## src/rtl/inst_fetch_unit.sv

```systemverilog
// Instruction fetch front end: owns the PC, issues one word read at a time to
// instruction memory and buffers returned instructions for the decode stage.
module inst_fetch_unit #(
    parameter int unsigned WIDTH      = 32,
    parameter logic [WIDTH-1:0] RESET_PC = '0,
    parameter int unsigned FIFO_DEPTH = 2
) (
    input  logic             clk,
    input  logic             rst_n,
    input  logic             redirect_i,
    input  logic [WIDTH-1:0] redirect_pc_i,
    output logic             imem_req_o,
    output logic [WIDTH-1:0] imem_addr_o,
    input  logic             imem_gnt_i,
    input  logic             imem_rvalid_i,
    input  logic [WIDTH-1:0] imem_rdata_i,
    output logic             inst_valid_o,
    output logic [WIDTH-1:0] inst_o,
    output logic [WIDTH-1:0] pc_o,
    input  logic             inst_ready_i
);

    localparam int unsigned PW = (FIFO_DEPTH > 1) ? $clog2(FIFO_DEPTH) : 1;
    localparam int unsigned CW = $clog2(FIFO_DEPTH) + 1;

    // Handshakes: the request is taken when imem_req_o && imem_gnt_i; a FIFO
    // entry moves to decode when inst_valid_o && inst_ready_i. Neither side
    // may retract its offer on the strength of the other's response.
    typedef enum logic {
        ST_REQ  = 1'b0,
        ST_WAIT = 1'b1
    } state_t;

    state_t            state_q, state_d;
    logic [WIDTH-1:0]  fetch_pc_q, fetch_pc_d;
    logic [WIDTH-1:0]  req_pc_q, req_pc_d;
    logic              drop_q, drop_d;
    logic [CW-1:0]     count_q, count_d;
    logic [PW-1:0]     rd_ptr_q, rd_ptr_d;
    logic [PW-1:0]     wr_ptr_q, wr_ptr_d;
    logic [WIDTH-1:0]  mem_inst_q [FIFO_DEPTH];
    logic [WIDTH-1:0]  mem_inst_d [FIFO_DEPTH];
    logic [WIDTH-1:0]  mem_pc_q   [FIFO_DEPTH];
    logic [WIDTH-1:0]  mem_pc_d   [FIFO_DEPTH];

    logic              req_int;
    logic              valid_int;
    logic              push;
    logic              pop;

    assign valid_int = (count_q != '0);
    assign req_int   = (state_q == ST_REQ) && !redirect_i && (count_q < CW'(FIFO_DEPTH));
    assign pop       = valid_int && inst_ready_i;
    assign push      = (state_q == ST_WAIT) && imem_rvalid_i && !drop_q && !redirect_i;

    always_comb begin
        state_d    = state_q;
        fetch_pc_d = fetch_pc_q;
        req_pc_d   = req_pc_q;
        drop_d     = drop_q;
        count_d    = count_q;
        rd_ptr_d   = rd_ptr_q;
        wr_ptr_d   = wr_ptr_q;
        mem_inst_d = mem_inst_q;
        mem_pc_d   = mem_pc_q;

        case (state_q)
            ST_REQ: begin
                if (req_int && imem_gnt_i) begin
                    req_pc_d   = fetch_pc_q;
                    fetch_pc_d = fetch_pc_q + WIDTH'(4);
                    state_d    = ST_WAIT;
                end
            end
            ST_WAIT: begin
                if (imem_rvalid_i) begin
                    drop_d  = 1'b0;
                    state_d = ST_REQ;
                end else if (redirect_i) begin
                    // The in-flight response belongs to the old stream.
                    drop_d = 1'b1;
                end
            end
            default: state_d = ST_REQ;
        endcase

        if (push) begin
            mem_inst_d[wr_ptr_q] = imem_rdata_i;
            mem_pc_d[wr_ptr_q]   = req_pc_q;
            wr_ptr_d             = wr_ptr_q + PW'(1);
        end
        if (pop) begin
            rd_ptr_d = rd_ptr_q + PW'(1);
        end
        if (push && !pop) begin
            count_d = count_q + CW'(1);
        end else if (pop && !push) begin
            count_d = count_q - CW'(1);
        end

        if (redirect_i) begin
            fetch_pc_d = redirect_pc_i & ~WIDTH'(3);
            count_d    = '0;
            rd_ptr_d   = '0;
            wr_ptr_d   = '0;
        end
    end

    always_ff @(posedge clk) begin
        if (rst_n) begin
            state_q    <= ST_REQ;
            fetch_pc_q <= RESET_PC;
            req_pc_q   <= '0;
            drop_q     <= 1'b0;
            count_q    <= '0;
            rd_ptr_q   <= '0;
            wr_ptr_q   <= '0;
        end else begin
            state_q    <= state_d;
            fetch_pc_q <= fetch_pc_d;
            req_pc_q   <= req_pc_d;
            drop_q     <= drop_d;
            count_q    <= count_d;
            rd_ptr_q   <= rd_ptr_d;
            wr_ptr_q   <= wr_ptr_d;
        end
    end

    // Buffer storage carries no reset; count gates its visibility.
    always_ff @(posedge clk) begin
        mem_inst_q <= mem_inst_d;
        mem_pc_q   <= mem_pc_d;
    end

    assign imem_req_o   = !rst_n && req_int;
    assign imem_addr_o  = rst_n ? '0 : fetch_pc_q;
    assign inst_valid_o = !rst_n && valid_int;
    assign inst_o       = rst_n ? '0 : mem_inst_q[rd_ptr_q];
    assign pc_o         = rst_n ? '0 : mem_pc_q[rd_ptr_q];

endmodule

```

## config.mk

```make
export PLATFORM = sky130hd
export DESIGN_NAME = inst_fetch_unit
export DESIGN_NICKNAME = d
export VERILOG_FILES = /design/src/rtl/inst_fetch_unit.sv
export SDC_FILE = /design/constraint.sdc
export NUM_CORES = 1
export LEC_CHECK = 0
export ABC_AREA = 1
export BUFFER_PORTS_ARGS = -buffer_cell sky130_fd_sc_hd__buf_2
export CAP_MARGIN = 10
export CELL_PAD_IN_SITES_DETAIL_PLACEMENT = 1
export CELL_PAD_IN_SITES_GLOBAL_PLACEMENT = 2
export CORE_MARGIN = 8
export CORE_UTILIZATION = 25
export CTS_BUF_LIST = sky130_fd_sc_hd__clkbuf_4
export DETAILED_ROUTE_END_ITERATION = 16
export PLACE_DENSITY_LB_ADDON = 0.1
export SYNTH_ARGS = -nofsm -noshare
export SYNTH_HDL_FRONTEND = slang
export SYNTH_SLANG_ARGS = --single-unit
```

## constraint.sdc

```tcl
create_clock -name clk -period 4.5 [get_ports clk]
set_input_delay 0.45 -clock clk [delete_from_list [all_inputs] [get_ports clk]]
set_output_delay 0.45 -clock clk [all_outputs]
set_load 0.005 [all_outputs]
```

==> results.yml <==
outcome:
  status: "completed"
place:
  pre_cts_ws_ns: 1.95
  portBuffers: 161
  gp_congestion: 0.743
  post-dp-hpwl_um: 18400
  placed_area_mm2: 0.00961
layout:
  drive_above_1_share_pct: 23.7
  final_cell_mix: "nor2_1 (215), buf_2 (161), edfxtp_1 (124)"
  area_growth_pct: 21.1
  final_area_mm2: 0.0101
  mostFrequentLayoutCell: "nor2_1"
  fin_nets: 1137
job:
  maxCapViolCount: 0
floorplan:
  coreArea_mm2: 0.0333
  die_area_mm2: 0.0396
  fp.dieW_um: 199
  fp-row-count: 67
  start_util_pct: 25.2
  ioPinCount: 168
  die_h_um: 199
timing:
  period_minus_slack_ns: 2.69
  max_freq_ghz: 0.372
  finalHoldViolations: 0
  finalSetupViolations: 0
  slew_viol_final: 0
  finClkSkew_ns: 0.0316
  finalSetupTns_ns: 0
  grt_setup_unrepaired: "no"
  finalWorstSetupSlack_ns: 1.81
  relSlewSlack_pct: 32.2
  tightest_slew_ns: 1.02
  post-route-period-util_pct: 59.8
pwr:
  vdd_drop_max_v: 0.000116
  p_leak_nw: 4.15
  powerDensity_mw_per_mm2: 314
worst_setup_path:
  end_kind: "primary output"
  rr_worst_depth: 5
  crit_type: "flip-flop to primary output"
  r2r_slack_ns: 2.16
  start_kind: "flip-flop"
  worstReg2RegStart: "state_q"
  reg2reg_to: "mem_inst_q[54]"
  required_ns: 4.05
  worstPathMaxFanout: 45
  crit_arrival_ns: 2.24
synthesis:
  synth-seq-area-share_pct: 60.2
  syn_area_mm2: 0.00838
  syn_area_per_cell_um2: 9.37
  async_reset_ff_share_pct: 0
  synth_edf_count: 124
  synthFlopType: "edfxtp_1"
  yosys_warnings: 0
  ys_types: 42
  syn_inst: 894
  synth-seq-cells: 190
clock_tree:
  clkTransAtPathRegs_ns: 0.15
  clockBufferDepth: 2
  cts_buffers: 17
  cts_resized: 0
  cts-root-buf: "clkbuf_4"
  htreeDepth: 4
  clock_latency_ns: 0.56
  cts_tree: "done"
  clkSinkCount: 190
drt:
  ant_nets: 0
  remaining_drc_errors: 0
  via_per_inst: 4.25
  first_pass_iters: 4
  drt-wirelength-per-cell_um: 17.4
  vias: 6501
  drt_wl_total_um: 26600
  drt-initial-drc-count: 349
worst_hold_path:
  hold_depth: 1
  hold_start: "imem_rdata_i[3]"
  worstHoldEndpoint: "mem_inst_q[35]"
  min_path_type: "primary input to flip-flop"
grt:
  grt_max_degree: 63
  track_usage_pct: 13.5
  antenna_found_initial: 1
  grt-ovfl-total: 0
  grt_pass1_wl_um: 40800
  grt_pass1_vias: 6921
[sequential cells by signal, summed over array words and instances, names as in the netlist]
register and cells:
wr_ptr_q 1, mem_inst_q 64, state_q 1, drop_q 1, count_q 2, fetch_pc_q 30, mem_pc_q 60, rd_ptr_q 1
req_pc_q 30
[logic make-up after synthesis]
group           after synthesis  share of synthesized area [%]
compound gates              153                           10.2
xor+xnor                      3                          0.314
fa+ha+maj                     2                          0.299
buf+inv                     127                           6.57
flops                       190                           60.2
other cells                   1                         0.0448
simple gates                418                           22.4
[worst max-delay path, cell delays in order (launching register included)]
cell and delay, ns:
dfxtp_2 0.35, inv_2 0.67, buf_4 0.34, nor2_1 0.06, nor2_1 0.12, buf_2 0.14
[synthesized netlist by cell type (5+ instances only)]
cell        n  share of area (%)
nor2_1    217                9.7
edfxtp_1  124                 44
nand2_1   105                4.7
o21ai_0    94                5.6
inv_1      73                3.3
dfxtp_1    66                 16
nand3_1    37                2.2
a21oi_1    30                1.8
clkbuf_1   25                1.1
nor3_1     17                1.0
nand2_2    10               0.75
nor2_4      9                1.2
inv_2       8               0.36
buf_4       6               0.54
buf_6       6               0.81
nor2_2      6               0.45
a31oi_1     5               0.37
buf_2       5               0.30
[how the worst max path moves through the flow]
stage	startpoint	end	slack (ns)	cells past startpoint
floorplan	redirect_i	mem_inst_q[0]	0.41	4
global placement	redirect_i	fetch_pc_q[21]	1.97	8
detailed placement	redirect_i	mem_inst_q[53]	1.95	5
CTS	rd_ptr_q	inst_o[8]	1.63	5
global route	rd_ptr_q	inst_o[5]	1.52	5
finish	rd_ptr_q	inst_o[8]	1.81	5
[report_power, final]
group	switching (mW)	internal, mW
combinational	0.184	0.110
clock	0.599	0.345
sequential	0.0418	1.90
total	0.825	2.36
[what timing repair did]
item	in CTS	in global routing
setup buffers	0	0
hold endpoints to repair	48	2
hold buffers	24	1
[layer usage]
metal | track usage [%] | wire [um]
met2 | 22.7 | 12600
met4 | 2.88 | 126
met3 | 2.66 | 1230
met5 | 0 | 0
met1 | 17.9 | 12700
[layout make-up]
class | instances | area (um2)
inverter | 81 | 304
tap | 448 | 561
multi-input combinational | 580 | 2810
timing repair buffer | 195 | 1140
sequential | 190 | 5050
antenna | 2 | 5.00
fill | 3956 | 23100
clock buffer | 19 | 143
clock inverter | 13 | 140
[stage by stage]
stage | total power [mW] | utilization, % | hold WS (ns) | std cells
after global routing | 3.35 | 30.5 | -0.000184 | 1528
after global placement | 2.27 | 28.9 | 0.432 | 1469
after CTS | 3.25 | 30.4 | 0.0000643 | 1525
after floorplan | 2.13 | - | 0.420 | 897
after detailed placement | 2.27 | 28.9 | 0.438 | 1469
final | 3.18 | 30.5 | 0.0965 | 1528
Power figures use the tool's default switching activity.
